$ cat src/rtl/seven_seg_capture.sv
// seven_seg_capture: watches a multiplexed, active-low seven-segment bus
// (segments plus anode strobes). It recovers the hex nibble shown on each
// digit once the bus has been stable long enough, and flags blank or illegal
// patterns. It also pulses a frame strobe once every digit has been refreshed.
module seven_seg_capture #(
    parameter int NUM_DIGITS    = 4,
    parameter int STABLE_CYCLES = 4
) (
    input  logic                    clk,
    input  logic                    rst,
    input  logic [6:0]              seg,
    input  logic [NUM_DIGITS-1:0]   an,
    output logic [4*NUM_DIGITS-1:0] value,
    output logic [NUM_DIGITS-1:0]   digit_valid,
    output logic [NUM_DIGITS-1:0]   digit_blank,
    output logic [NUM_DIGITS-1:0]   digit_err,
    output logic                    cap_strobe,
    output logic                    frame_valid
);

    // The counter reaches CAP_AT on the last identical sample of a dwell.
    // It then parks at CNT_MAX, so one dwell can never capture twice.
    localparam logic [7:0] CAP_AT    = 8'(STABLE_CYCLES - 2);
    localparam logic [7:0] CNT_MAX   = 8'(STABLE_CYCLES - 1);
    localparam logic [6:0] SEG_BLANK = 7'b1111111;

    // Inverse of the hex-to-segment table: {legal, nibble}
    function automatic logic [4:0] decode_seg(input logic [6:0] pat);
        logic [4:0] res;
        case (pat)
            7'b0000001: res = {1'b1, 4'h0};
            7'b1001111: res = {1'b1, 4'h1};
            7'b0010010: res = {1'b1, 4'h2};
            7'b0000110: res = {1'b1, 4'h3};
            7'b1001100: res = {1'b1, 4'h4};
            7'b0100100: res = {1'b1, 4'h5};
            7'b0100000: res = {1'b1, 4'h6};
            7'b0001111: res = {1'b1, 4'h7};
            7'b0000000: res = {1'b1, 4'h8};
            7'b0001100: res = {1'b1, 4'h9};
            7'b0001000: res = {1'b1, 4'hA};
            7'b1100000: res = {1'b1, 4'hB};
            7'b0110001: res = {1'b1, 4'hC};
            7'b1000010: res = {1'b1, 4'hD};
            7'b0110000: res = {1'b1, 4'hE};
            7'b0111000: res = {1'b1, 4'hF};
            default:    res = 5'b0_0000;
        endcase
        return res;
    endfunction

    // Input stage (s_*) and its one-cycle-old copy (p_*) used for stability
    logic [NUM_DIGITS-1:0]   s_an_q,   s_an_d;
    logic [6:0]              s_seg_q,  s_seg_d;
    logic [NUM_DIGITS-1:0]   p_an_q,   p_an_d;
    logic [6:0]              p_seg_q,  p_seg_d;
    logic [7:0]              cnt_q,    cnt_d;
    logic [4*NUM_DIGITS-1:0] value_q,  value_d;
    logic [NUM_DIGITS-1:0]   valid_q,  valid_d;
    logic [NUM_DIGITS-1:0]   blank_q,  blank_d;
    logic [NUM_DIGITS-1:0]   err_q,    err_d;
    logic [NUM_DIGITS-1:0]   seen_q,   seen_d;
    logic                    cap_q,    cap_d;
    logic                    frame_q,  frame_d;

    logic [NUM_DIGITS-1:0]   sel;
    logic [NUM_DIGITS-1:0]   seen_next;
    logic [4:0]              dec;
    logic                    scan_legal;
    logic                    same;
    logic                    capture;

    // Stability tracking, decode and capture bookkeeping
    always_comb begin
        // NOTE: every signal driven here gets a default first, so no path leaves it unassigned and no latch is inferred.
        s_an_d    = an;
        s_seg_d   = seg;
        p_an_d    = s_an_q;
        p_seg_d   = s_seg_q;
        cnt_d     = cnt_q;
        value_d   = value_q;
        valid_d   = valid_q;
        blank_d   = blank_q;
        err_d     = err_q;
        seen_d    = seen_q;
        cap_d     = 1'b0;
        frame_d   = 1'b0;
        seen_next = seen_q;
        dec       = decode_seg(s_seg_q);

        // Exactly one active (low) anode selects a digit; anything else is not a scan.
        sel        = ~s_an_q;
        scan_legal = (sel != '0) && ((sel & (sel - NUM_DIGITS'(1))) == '0);
        same       = (s_an_q == p_an_q) && (s_seg_q == p_seg_q);
        capture    = scan_legal && same && (cnt_q == CAP_AT);

        if (!scan_legal || !same) begin
            cnt_d = '0;
        end else if (cnt_q != CNT_MAX) begin
            cnt_d = cnt_q + 8'd1;
        end

        if (capture) begin
            cap_d = 1'b1;
            for (int i = 0; i < NUM_DIGITS; i++) begin
                if (sel[i]) begin
                    if (dec[4]) begin
                        value_d[4*i +: 4] = dec[3:0];
                        valid_d[i]        = 1'b1;
                        blank_d[i]        = 1'b0;
                        err_d[i]          = 1'b0;
                    end else if (s_seg_q == SEG_BLANK) begin
                        valid_d[i] = 1'b0;
                        blank_d[i] = 1'b1;
                        err_d[i]   = 1'b0;
                    end else begin
                        valid_d[i] = 1'b0;
                        blank_d[i] = 1'b0;
                        err_d[i]   = 1'b1;
                    end
                end
            end
            seen_next = seen_q | sel;
            if (seen_next == '1) begin
                frame_d = 1'b1;
                seen_d  = '0;
            end else begin
                seen_d  = seen_next;
            end
        end
    end

    // State registers; reset returns the input stage to an idle (all anodes off) bus
    always_ff @(posedge clk) begin
        // NOTE: sequential state uses non-blocking assignments so every flop samples pre-edge values.
        if (rst) begin
            s_an_q  <= '1;
            s_seg_q <= '1;
            p_an_q  <= '1;
            p_seg_q <= '1;
            cnt_q   <= '0;
            value_q <= '0;
            valid_q <= '0;
            blank_q <= '0;
            err_q   <= '0;
            seen_q  <= '0;
            cap_q   <= 1'b0;
            frame_q <= 1'b0;
        end else begin
            s_an_q  <= s_an_d;
            s_seg_q <= s_seg_d;
            p_an_q  <= p_an_d;
            p_seg_q <= p_seg_d;
            cnt_q   <= cnt_d;
            value_q <= value_d;
            valid_q <= valid_d;
            blank_q <= blank_d;
            err_q   <= err_d;
            seen_q  <= seen_d;
            cap_q   <= cap_d;
            frame_q <= frame_d;
        end
    end

    assign value       = value_q;
    assign digit_valid = valid_q;
    assign digit_blank = blank_q;
    assign digit_err   = err_q;
    assign cap_strobe  = cap_q;
    assign frame_valid = frame_q;

endmodule
$ cat config.mk
export PLATFORM = sky130hd
export DESIGN_NAME = seven_seg_capture
export DESIGN_NICKNAME = d
export VERILOG_FILES = /design/src/rtl/seven_seg_capture.sv
export SDC_FILE = /design/constraint.sdc
export NUM_CORES = 1
export LEC_CHECK = 0
export BUFFER_PORTS_ARGS = -buffer_cell sky130_fd_sc_hd__clkbuf_2
export CAP_MARGIN = 20
export CORE_ASPECT_RATIO = 1.5
export CORE_UTILIZATION = 35
export DETAILED_ROUTE_END_ITERATION = 10
export SKIP_LAST_GASP = 1
export SLEW_MARGIN = 40
export SYNTH_ARGS = -nofsm -noshare
export SYNTH_HDL_FRONTEND = slang
export SYNTH_SLANG_ARGS = --single-unit
$ cat constraint.sdc
create_clock -name clk -period 2.5 [get_ports clk]
set_clock_uncertainty 0.15 [all_clocks]
set_input_delay 0.25 -clock clk [delete_from_list [all_inputs] [get_ports clk]]
set_output_delay 0.25 -clock clk [all_outputs]
set_load 0.03 [all_outputs]
==> results_dict.tcl <==
set metrics [dict create \
    status "completed" \
    grt_max_degree 30 \
    drc 0 \
    drtIter0Drc 130 \
    fin_nets 415 \
    power_density_nw_per_um2 618 \
    period_needed_ps 2350 \
    crit_path_top_delay_cell "or4_4" \
    die_w_um 78.7 \
    syn_inst 341 \
    drive_gt1_frac 0.274 \
    dieHeight_um 117 \
    post_cts_buffers 0 \
    cp_max_fo 17 \
    ys_ff_latch 64 \
    yosysSeqAreaShare 0.415 \
    grt_pass1_wl_um 12900 \
    synthFlopType "dfxtp_1" \
    ant_nets 0 \
    hold_class "input port to register" \
    maxUsedRoutingLayer "met4" \
    netlist_area_um2 3090 \
    grt_pass1_vias 2620 \
    antenna_found_initial 0 \
    startpoint_type "register" \
    period_share 0.939 \
    syn-num-nets 356 \
    cts_tree "yes" \
    clock-sinks 64 \
    rsz0062_at_grt "false" \
    via_count 2698 \
    hold_viol_final 0 \
    path_cells "buf_4, or2_1, or4_4, and4_4, a311oi_4, mux2i_1" \
    setup_viol 0 \
    overflow 0 \
    crit_type "register to register" \
    wl_met2_um 3950 \
    cp-end-kind "register" \
    wl_met1_um 3180 \
    io_pins 43 \
    syn_avg_cell_area_um2 9.06 \
    slew_violations 0 \
    synth_cell_types 57 \
    required_ps 2610 \
    fin_setup_tns_ps 0 \
    drt-pass1-iter-count 4 \
    clockBufferDepth 2 \
    n_antenna_cell 0 \
    synth.top_cell.area_share 0.415 \
    arrival_ps 2460 \
    die_area_um2 9210 \
    slowest_delay_ps 550 \
    path_clk_slew_ps 50 \
    synthArstFlopShare 0 \
    viasPerCell 5.30 \
    ys_warn_count 0 \
    synth_edf_count 0 \
    dp_hpwl_um 5660 \
    relSlewSlack 0.439 \
    insertion_delay_ps 330 \
    worst_slew_pin_slew_ps 834 \
    io_buffers 42 \
    rows 41 \
    worst_ir_drop_vdd_mv 0.356 \
    final_cell_area_um2 3810 \
    clockRootBuffer "clkbuf_16" \
    wire_per_inst_um 15.3 \
    cts-buffers-inserted 9 \
    dpl_cell_area_um2 3440 \
    postLayoutCoreUtil 0.450 \
    htree_levels 3 \
    syn2layout_area_growth_pct 23.4 \
    max_freq_mhz 426 \
    wl_met3_um 341 \
    core_area_um2 8460 \
    p_leak_nw 1.48 \
    synth_top_cell_by_area "dfxtp_1" \
    start_util 0.365 \
    grt_use_total 0.189 \
    wl_um 7780 \
    drv_cap 0 \
    netlist_top_cells_area "dfxtp_1, or2_2, nand3_1, nand2_1, o21ai_0" \
    place_congestion 0.787 \
]
==> final timing paths <==
| kind | start | to | slack [ps] | cells past startpoint |
|---|---|---|---|---|
| worst max register to register | p_seg_d[3] | value[5] | 150 | 6 |
| worst min register to register | value[14] | value[14] | 310 | 2 |
| worst min-delay path | rst | p_an_q[2] | 260 | 3 |
| worst max-delay path | p_seg_d[3] | value[5] | 150 | 6 |
==> logic make-up after synthesis <==
family                   synth area share
buffers and inverters              0.0563
XOR/XNOR                           0.0640
flip-flops                          0.415
AND/OR/NAND/NOR                     0.258
multiplexers                       0.0194
adder cells (fa/ha/maj)           0.00810
AO/OA/AOI/OAI                       0.180
==> per-layer routing <==
layer  global-route usage  vias to the layer above
li1                     -                     1347
met1                0.206                     1257
met2                0.322                       75
met3               0.0535                       19
met4                0.119                        0
met5                    0                        -
==> cells in the mapped netlist (2+ instances only) <==
cell type  instances
a211oi_1           5
nor3b_2            3
and3b_1            2
nand4_1            6
inv_1              6
or2_2             21
nor3b_1            3
o22ai_1            4
nand2_1           30
dfxtp_1           64
and2_1             2
o311ai_0           4
a311oi_1           3
o211ai_1           5
o41ai_1            3
xnor2_1           10
nor4_1             3
buf_2             10
a21oi_1           13
clkbuf_1           9
o31ai_1            2
a21boi_0           2
nand2b_1           2
nor3_1             3
ha_1               2
nand3_1           25
xor2_1             7
o21ai_0           21
mux2i_1            6
nor2b_1            8
nor4bb_1           2
and3_1             3
o2111ai_1          5
buf_6              5
nor2_1            18
xnor2_2            3
==> stage by stage <==
stage	power (W)	cells	hold WS (ps)	setup WS [ps]
2_1_floorplan	0.00120	341	204	335
3_3_place_gp	0.00124	485	283	82.8
3_5_place_dp	0.00124	485	284	74.9
4_1_cts	0.00238	509	249	62.0
5_1_grt	0.00245	509	287	46.0
6_report	0.00236	509	256	151
==> worst max-delay path, delay by kind of cell (launching register included) <==
kind,cells,cell delay [ps]
simple gates,3,1020
compound gates,1,340
mux,1,230
buf+inv,1,200
flops,1,330
==> where the power goes <==
part,leakage (nW),internal [W],switching (W)
registers,0.521,0.00104,0.0000173
logic,0.825,0.0000798,0.000102
clock network,0.130,0.000705,0.000413
==> flip-flops by register name (all words and copies together) (netlist names) <==
signal	cells
digit_blank	4
p_an_d	4
digit_err	4
frame_valid	1
seen_q	4
cnt_q	8
value	16
cap_strobe	1
p_seg_d	7
p_seg_q	7
digit_valid	4
p_an_q	4
==> timing repair <==
| action | 4_1_cts | 5_1_grt |
|---|---|---|
| endpoints found under the setup margin | 0 | 9 |
| resized for setup | 0 | 4 |
| endpoints found under the hold margin | 11 | 0 |
| hold buffers | 11 | 0 |
==> cell usage in the layout (no fill, tap or decap), types with 4 or more instances in the layout <==
cell type	instances
xor2_1	7
o21ai_0	21
nor2_1	18
or2_2	21
nand3_1	25
xnor2_1	10
nor2b_1	8
dlygate4sd3_1	11
nand4_1	6
o211ai_1	5
buf_4	20
a21oi_1	13
o2111ai_1	5
mux2i_1	6
clkbuf_2	42
o22ai_1	4
dfxtp_1	64
inv_1	6
clkbuf_16	9
nand2_1	30
a211oi_1	5
==> area by class of cell <==
class | instances | area, µm²
Timing Repair Buffer | 73 | 470
Multi-Input combinational cell | 245 | 1640
Clock inverter | 1 | 5.00
Clock buffer | 12 | 256
Sequential cell | 64 | 1280
Fill cell | 855 | 4650
Inverter | 7 | 26.3
Tap cell | 107 | 134
No activity file was read; power rests on OpenSTA's default activity.
